==> src/rtl/alu_pkg.sv <==
// Shared constants for the EX-stage ALU: ALUOp/funct encodings, op codes, FSM states.
package alu_pkg;

    localparam logic [1:0] ALUOP_ADD   = 2'b00;
    localparam logic [1:0] ALUOP_SUB   = 2'b01;
    localparam logic [1:0] ALUOP_RTYPE = 2'b10;
    localparam logic [1:0] ALUOP_ORI   = 2'b11;

    localparam logic [5:0] F_ADD   = 6'b100000;
    localparam logic [5:0] F_ADDU  = 6'b100001;
    localparam logic [5:0] F_SUB   = 6'b100010;
    localparam logic [5:0] F_SUBU  = 6'b100011;
    localparam logic [5:0] F_AND   = 6'b100100;
    localparam logic [5:0] F_OR    = 6'b100101;
    localparam logic [5:0] F_XOR   = 6'b100110;
    localparam logic [5:0] F_NOR   = 6'b100111;
    localparam logic [5:0] F_SLT   = 6'b101010;
    localparam logic [5:0] F_SLTU  = 6'b101011;
    localparam logic [5:0] F_MULTU = 6'b011001;
    localparam logic [5:0] F_DIVU  = 6'b011011;
    localparam logic [5:0] F_SLLV  = 6'b000100;
    localparam logic [5:0] F_SRLV  = 6'b000110;
    localparam logic [5:0] F_SRAV  = 6'b000111;

    localparam logic [3:0] OP_ADD     = 4'b0000;
    localparam logic [3:0] OP_SUB     = 4'b0001;
    localparam logic [3:0] OP_SLTU    = 4'b0010;
    localparam logic [3:0] OP_AND     = 4'b0011;
    localparam logic [3:0] OP_OR      = 4'b0100;
    localparam logic [3:0] OP_SLT     = 4'b0101;
    localparam logic [3:0] OP_NOR     = 4'b0110;
    localparam logic [3:0] OP_XOR     = 4'b0111;
    localparam logic [3:0] OP_MULTU   = 4'b1000;
    localparam logic [3:0] OP_DIVU    = 4'b1001;
    localparam logic [3:0] OP_SLLV    = 4'b1010;
    localparam logic [3:0] OP_SRLV    = 4'b1011;
    localparam logic [3:0] OP_SRAV    = 4'b1100;
    localparam logic [3:0] OP_ILLEGAL = 4'b1111;

    typedef enum logic [1:0] {
        ST_IDLE = 2'b00,
        ST_CALC = 2'b01,
        ST_DONE = 2'b10
    } state_e;

endpackage

==> src/rtl/alu_iter_muldiv.sv <==
// Iterative unsigned multiply (shift-add) / divide (restoring), one bit per cycle.
// done and the *_nxt outputs expose the final iteration combinationally so the caller registers it.
module alu_iter_muldiv #(
    parameter int DATA_W = 32,
    parameter int CNT_W  = $clog2(DATA_W) + 1
) (
    input  logic              clk,
    input  logic              rst_n,
    input  logic              start,
    input  logic              is_div,
    input  logic [DATA_W-1:0] op_a,
    input  logic [DATA_W-1:0] op_b,
    output logic              done,
    output logic [DATA_W-1:0] lo_nxt,
    output logic [DATA_W-1:0] hi_nxt
);

    logic [CNT_W-1:0]  cnt_q, cnt_d;
    logic [DATA_W-1:0] hi_q, hi_d, lo_q, lo_d, dvs_q, dvs_d;
    logic              div_q, div_d;
    logic [DATA_W:0]   sum, shl, diff;

    always_comb begin
        cnt_d = cnt_q;
        hi_d  = hi_q;
        lo_d  = lo_q;
        dvs_d = dvs_q;
        div_d = div_q;
        sum   = {1'b0, hi_q} + {1'b0, dvs_q};
        shl   = {hi_q, lo_q[DATA_W-1]};
        diff  = shl - {1'b0, dvs_q};
        if (start) begin
            cnt_d = CNT_W'(DATA_W);
            hi_d  = '0;
            lo_d  = op_a;
            dvs_d = op_b;
            div_d = is_div;
        end else if (cnt_q != '0) begin
            cnt_d = cnt_q - CNT_W'(1);
            if (div_q) begin
                // A zero divisor always "fits", giving an all-ones quotient and remainder = dividend.
                if (shl >= {1'b0, dvs_q}) begin
                    hi_d = diff[DATA_W-1:0];
                    lo_d = {lo_q[DATA_W-2:0], 1'b1};
                end else begin
                    hi_d = shl[DATA_W-1:0];
                    lo_d = {lo_q[DATA_W-2:0], 1'b0};
                end
            end else if (lo_q[0]) begin
                {hi_d, lo_d} = {sum, lo_q[DATA_W-1:1]};
            end else begin
                {hi_d, lo_d} = {1'b0, hi_q, lo_q[DATA_W-1:1]};
            end
        end
    end

    always_ff @(posedge clk or negedge rst_n) begin
        if (!rst_n) begin
            cnt_q <= '0;
            hi_q  <= '0;
            lo_q  <= '0;
            dvs_q <= '0;
            div_q <= 1'b0;
        end else begin
            cnt_q <= cnt_d;
            hi_q  <= hi_d;
            lo_q  <= lo_d;
            dvs_q <= dvs_d;
            div_q <= div_d;
        end
    end

    assign done   = (cnt_q == CNT_W'(1));
    assign lo_nxt = lo_d;
    assign hi_nxt = hi_d;

endmodule

==> src/rtl/alu_exec_ctrl.sv <==
// EX-stage ALU: decode ALUOp/funct, execute, valid/ready handshake on both sides.
// Define ALU_SHIFT_OPS_EN to add SLLV/SRLV/SRAV; otherwise those functs decode as illegal.
module alu_exec_ctrl
    import alu_pkg::*;
#(
    parameter int DATA_W = 32,
    parameter int CNT_W  = $clog2(DATA_W) + 1
) (
    input  logic              clk,
    input  logic              rst_n,
    input  logic              in_valid,
    output logic              in_ready,
    input  logic [1:0]        alu_op,
    input  logic [5:0]        func,
    input  logic [DATA_W-1:0] src_a,
    input  logic [DATA_W-1:0] src_b,
    output logic              out_valid,
    input  logic              out_ready,
    output logic [DATA_W-1:0] result,
    output logic [DATA_W-1:0] result_hi,
    output logic              zero,
    output logic [3:0]        op_code,
    output logic              illegal
);

    state_e            state_q, state_d;
    logic [DATA_W-1:0] result_q, result_d, result_hi_q, result_hi_d;
    logic              zero_q, zero_d, illegal_q, illegal_d, md_div_q, md_div_d;
    logic [3:0]        op_code_q, op_code_d, dec_op;
    logic [DATA_W-1:0] alu_res, md_lo, md_hi;
    logic              take, md_start, md_done;

    always_comb begin
        dec_op = OP_ILLEGAL;
        case (alu_op)
            ALUOP_ADD: dec_op = OP_ADD;
            ALUOP_SUB: dec_op = OP_SUB;
            ALUOP_ORI: dec_op = OP_OR;
            default: begin
                case (func)
                    F_ADD, F_ADDU: dec_op = OP_ADD;
                    F_SUB, F_SUBU: dec_op = OP_SUB;
                    F_AND:         dec_op = OP_AND;
                    F_OR:          dec_op = OP_OR;
                    F_XOR:         dec_op = OP_XOR;
                    F_NOR:         dec_op = OP_NOR;
                    F_SLT:         dec_op = OP_SLT;
                    F_SLTU:        dec_op = OP_SLTU;
                    F_MULTU:       dec_op = OP_MULTU;
                    F_DIVU:        dec_op = OP_DIVU;
`ifdef ALU_SHIFT_OPS_EN
                    F_SLLV:        dec_op = OP_SLLV;
                    F_SRLV:        dec_op = OP_SRLV;
                    F_SRAV:        dec_op = OP_SRAV;
`endif
                    default:       dec_op = OP_ILLEGAL;
                endcase
            end
        endcase
    end

`ifdef ALU_SHIFT_OPS_EN
    localparam int SH_W = $clog2(DATA_W);
    logic [SH_W-1:0] shamt;
    assign shamt = src_a[SH_W-1:0];
`endif

    always_comb begin
        alu_res = '0;
        case (dec_op)
            OP_ADD:  alu_res = src_a + src_b;
            OP_SUB:  alu_res = src_a - src_b;
            OP_AND:  alu_res = src_a & src_b;
            OP_OR:   alu_res = src_a | src_b;
            OP_XOR:  alu_res = src_a ^ src_b;
            OP_NOR:  alu_res = ~(src_a | src_b);
            OP_SLT:  alu_res[0] = ($signed(src_a) < $signed(src_b));
            OP_SLTU: alu_res[0] = (src_a < src_b);
`ifdef ALU_SHIFT_OPS_EN
            OP_SLLV: alu_res = src_b << shamt;
            OP_SRLV: alu_res = src_b >> shamt;
            OP_SRAV: alu_res = $signed(src_b) >>> shamt;
`endif
            default: alu_res = '0;
        endcase
    end

    assign in_ready = (state_q == ST_IDLE) || ((state_q == ST_DONE) && out_ready);
    assign take     = in_valid && in_ready;

    always_comb begin
        state_d     = state_q;
        result_d    = result_q;
        result_hi_d = result_hi_q;
        zero_d      = zero_q;
        op_code_d   = op_code_q;
        illegal_d   = illegal_q;
        md_div_d    = md_div_q;
        md_start    = 1'b0;
        case (state_q)
            ST_CALC: begin
                if (md_done) begin
                    state_d     = ST_DONE;
                    result_d    = md_lo;
                    result_hi_d = md_hi;
                    zero_d      = (md_lo == '0);
                    op_code_d   = md_div_q ? OP_DIVU : OP_MULTU;
                    illegal_d   = 1'b0;
                end
            end
            default: begin
                if (state_q == ST_DONE && out_ready) state_d = ST_IDLE;
                if (take) begin
                    if (dec_op == OP_MULTU || dec_op == OP_DIVU) begin
                        md_start = 1'b1;
                        md_div_d = (dec_op == OP_DIVU);
                        state_d  = ST_CALC;
                    end else begin
                        state_d     = ST_DONE;
                        result_d    = alu_res;
                        result_hi_d = '0;
                        zero_d      = (alu_res == '0);
                        op_code_d   = dec_op;
                        illegal_d   = (dec_op == OP_ILLEGAL);
                    end
                end
            end
        endcase
    end

    always_ff @(posedge clk or negedge rst_n) begin
        if (!rst_n) begin
            state_q     <= ST_IDLE;
            result_q    <= '0;
            result_hi_q <= '0;
            zero_q      <= 1'b0;
            op_code_q   <= OP_ADD;
            illegal_q   <= 1'b0;
            md_div_q    <= 1'b0;
        end else begin
            state_q     <= state_d;
            result_q    <= result_d;
            result_hi_q <= result_hi_d;
            zero_q      <= zero_d;
            op_code_q   <= op_code_d;
            illegal_q   <= illegal_d;
            md_div_q    <= md_div_d;
        end
    end

    alu_iter_muldiv #(.DATA_W(DATA_W), .CNT_W(CNT_W)) u_muldiv (
        .clk    (clk),
        .rst_n  (rst_n),
        .start  (md_start),
        .is_div (dec_op == OP_DIVU),
        .op_a   (src_a),
        .op_b   (src_b),
        .done   (md_done),
        .lo_nxt (md_lo),
        .hi_nxt (md_hi)
    );

    assign out_valid = (state_q == ST_DONE);
    assign result    = result_q;
    assign result_hi = result_hi_q;
    assign zero      = zero_q;
    assign op_code   = op_code_q;
    assign illegal   = illegal_q;

endmodule

==> config.mk <==
export PLATFORM = sky130hd
export DESIGN_NAME = alu_exec_ctrl
export DESIGN_NICKNAME = d
export VERILOG_FILES = /design/src/rtl/alu_pkg.sv /design/src/rtl/alu_iter_muldiv.sv /design/src/rtl/alu_exec_ctrl.sv
export SDC_FILE = /design/constraint.sdc
export NUM_CORES = 1
export LEC_CHECK = 0
export ABC_AREA = 1
export CAP_MARGIN = 20
export CORE_UTILIZATION = 55
export CTS_CLUSTER_SIZE = 28
export DETAILED_ROUTE_END_ITERATION = 6
export DONT_BUFFER_PORTS = 1
export HOLD_SLACK_MARGIN = 0.05
export PLACE_DENSITY_LB_ADDON = 0.12
export SETUP_SLACK_MARGIN = 0.5
export SYNTH_ARGS = -nofsm -noshare
export SYNTH_HDL_FRONTEND = slang
export SYNTH_SLANG_ARGS = --single-unit
export TNS_END_PERCENT = 20
==> constraint.sdc <==
create_clock -name clk -period 3.5 [get_ports clk]
set_input_delay 0.35 -clock clk [delete_from_list [all_inputs] [get_ports clk]]
set_output_delay 0.35 -clock clk [all_outputs]
set_load 0.03 [all_outputs]
==> qor.csv <==
metric,value,unit
Slew @ Worst Pin,0.902,ns
die height,189,microns
Detailed Route WL,79900,microns
Achievable Freq,338,MHz
Period minus WS final,2.96,ns
filler instances,3292,
Via Count,22039,
Most common cell on crit path,nand2_1,
top cell type's share of synthesized area,22.8,%
PortBufs,0,
total power,16.9,mW
worst-path maximum fanout,5,
syn avg cell area,6.13,sq um
unrepaired setup endpoints after global routing,yes,
maxcap violations,0,
Final ANT Viol Nets,0,
Mapped Cells,3150,
routability cong.,1.08,
setup TNS,0,ns
detailed-route vias per instance,6.09,
Synth area leaders,"dfrtp_1, nand2_1, ha_1",
GRT overflow,0,
vias in the first global route,20980,
Tcrit/Tclk final,84.5,%
placed instance count,3571,
Ant. Diodes,0,
crit start category,flop,
setup ws final,0.542,ns
CTS Buf Count,17,
Initial Util,55.9,%
DRC Markers,7,
I/O pins,148,
post-place setup slack,0.0321,ns
failing checks,"design-rule violations, negative hold slack",
Final Core Density,61.1,%
Die Width,189,microns
area of the multi-input gates,12900,sq um
Syn Nets,3399,
crit path max-delay cell type,a21boi_0,
r2r worst-path depth,13,
first-pass GRT wire length,121000,microns
CP Capture Type,flop,
Worst Hold Class,in -> async,
"Seq/Total Area, Yosys",22.8,%
core area,34500,sq um
drt wl/cell,22.1,microns
dominant cell type by area after synthesis,dfrtp_1,
Worst Skew,0.0153,ns
crit path DAT,3.37,ns
post-synthesis cell area,19300,sq um
initial drt markers,2837,
max-slew violations,0,
VDD IR max,0.646,mV
status,"complete, but fails checks",
total track usage,44.2,%
hold_buf cts,3,
worst hold margin,-0.428,ns
clk sinks,176,
largest net degree at the start of global routing,177,
worst path required time,3.91,ns
crit-path max cell delay,0.49,ns
initial antenna violation count,4,
DP HPWL,63500,microns
WS Path Type,reg -> reg,
Synth Warn #,0,
Final setup viols,0,
number of cell rows,68,
DIE AREA,35900,sq um
Worst-Skew Late Latency,0.47,ns
H-tree levels,4,
register area,4420,sq um
area grow syn2layout,9.23,%
library cells used by synthesis,52,
layout cell share with drive strength beyond 1,8.12,%
"Reg clk slew, reported paths",0.08,ns
register bit total from synthesis,176,
TritonCTS clock tree,yes,
worst-path cell chain,ha_1 > a21oi_1 > a21boi_0 > o21ai_0 > a21oi_4 > o21ai_2 > a21oi_1 > o21ai_0 > o211ai_1 > nand3_1 > nand2_1 > nand2_1 > nand2_1,
final hold vios,176,
CTS Root Buffer Type,clkbuf_16,
clk buf depth,2,
relative slew slack,39.8,%
nets,3400,
Pre-antenna DRT Iters,7,
Finished Layout Cells,3619,
PD cells,802,nW/um^2
Static Leak,10.9,nW
final timing paths:
check                                   from                end  slack [ns]
setup / recovery           u_muldiv.hi_q[15]      result_hi[23]        0.54
hold / removal                         rst_n   u_muldiv.hi_q[2]       -0.43
setup reg to reg           u_muldiv.hi_q[15]      result_hi[23]        0.54
hold reg to reg                     md_div_q           md_div_q        0.49
max in group asynchronous              rst_n  u_muldiv.hi_q[25]        3.52
min in group clk                   out_ready         state_q[0]        0.09
registers in the layout, indices dropped and copies added, names as in the netlist:
| signal | cells |
|---|---|
| u_muldiv.hi_q | 32 |
| op_code | 4 |
| result_hi | 32 |
| zero | 1 |
| state_q | 2 |
| md_div_q | 1 |
| result | 32 |
| illegal | 1 |
| u_muldiv.dvs_q | 32 |
| u_muldiv.lo_q | 32 |
| u_muldiv.cnt_q | 6 |
| u_muldiv.div_q | 1 |
repair_timing:
item                                   in CTS  in global routing
buffers inserted                            1                 12
endpoints found under the hold margin     179                176
pin swaps                                   1                 11
resized for setup                           9                 82
setup endpoints to repair                  42                 65
where the power goes:
part / internal [mW] / switching, mW / total, mW
clock network: 1.00 / 1.07 / 2.07
logic: 3.86 / 7.09 / 11.0
registers: 2.74 / 1.15 / 3.89
total: 7.61 / 9.32 / 16.9
critical path: cells and delay by family, from the launching register on:
| kind | cells | cell delay [ns] |
|---|---|---|
| compound gates | 8 | 1.68 |
| fa+ha+maj | 1 | 0.37 |
| flops | 1 | 0.46 |
| simple gates | 4 | 0.41 |
final cells by class:
| type | count | share of cell area, % |
|---|---|---|
| Timing Repair Buffer | 104 | 4.03 |
| Clock buffer | 17 | 2.02 |
| Tap cell | 455 | 2.70 |
| Multi-Input combinational cell | 2393 | 61.1 |
| Sequential cell | 176 | 21.0 |
| Inverter | 459 | 8.20 |
| Clock inverter | 15 | 1.01 |
placed cells by master, fill, tap and decap left out, drive strengths merged, types with 10 or more instances in the layout:
| cell | instances |
|---|---|
| nor2 | 298 |
| inv | 466 |
| nor3 | 35 |
| a21oi | 191 |
| o21bai | 19 |
| o21ai | 262 |
| xnor2 | 22 |
| o21a | 15 |
| o211ai | 48 |
| ha | 169 |
| o22ai | 11 |
| clkbuf | 17 |
| nand2 | 900 |
| nand4 | 59 |
| xor2 | 40 |
| buf | 101 |
| or2 | 13 |
| a21o | 10 |
| dfrtp | 176 |
| nand3 | 255 |
stage by stage:
step                      hold WS [ns]  cell area [sq um]
final                           -0.428              21100
after global routing            -0.441              21100
after CTS                       -0.440              20700
after detailed placement        0.0578              20000
after global placement          0.0576              20000
after floorplan                 0.0544              19300
metal layers:
layer | vias to the layer above | wire (microns) | GRT usage [%]
met5 | - | 31 | 0
li1 | 10177 | - | -
met3 | 352 | 7310 | 8.34
met1 | 10113 | 29200 | 51.2
met4 | 4 | 6940 | 33.9
met2 | 1393 | 36300 | 72.2
cells in the mapped netlist (all sizes together):
library cell,n
and2,3
buf,71
nor2,298
a21oi,191
o21ai,262
or2,13
o22ai,11
o221ai,1
xnor2,22
a31oi,9
ha,169
nor4,5
a32o,1
o211ai,48
nand2,900
clkinv,2
fa,4
o21bai,19
nand3,255
a21boi,8
o21a,15
a22o,2
nand4,59
nor3,35
o2111ai,1
xor2,40
a221oi,5
nand3b,3
dfrtp,176
a211o,1
a211oi,2
a21o,10
a41oi,1
inv,457
clkbuf,51
cell families (layout without fill, tap and decap cells):
group / count (synthesis) / after routing / share of synthesized area [%]
DFF: 176 / 176 / 22.8
buffers and inverters: 581 / 595 / 12.0
xor gates and xnor gates: 62 / 62 / 2.81
adders and majority gates: 173 / 173 / 11.4
and+or+nand+nor: 1571 / 1571 / 34.0
AOI/OAI and AO/OA: 587 / 587 / 17.0
No activity file was read; power rests on OpenSTA's default activity.
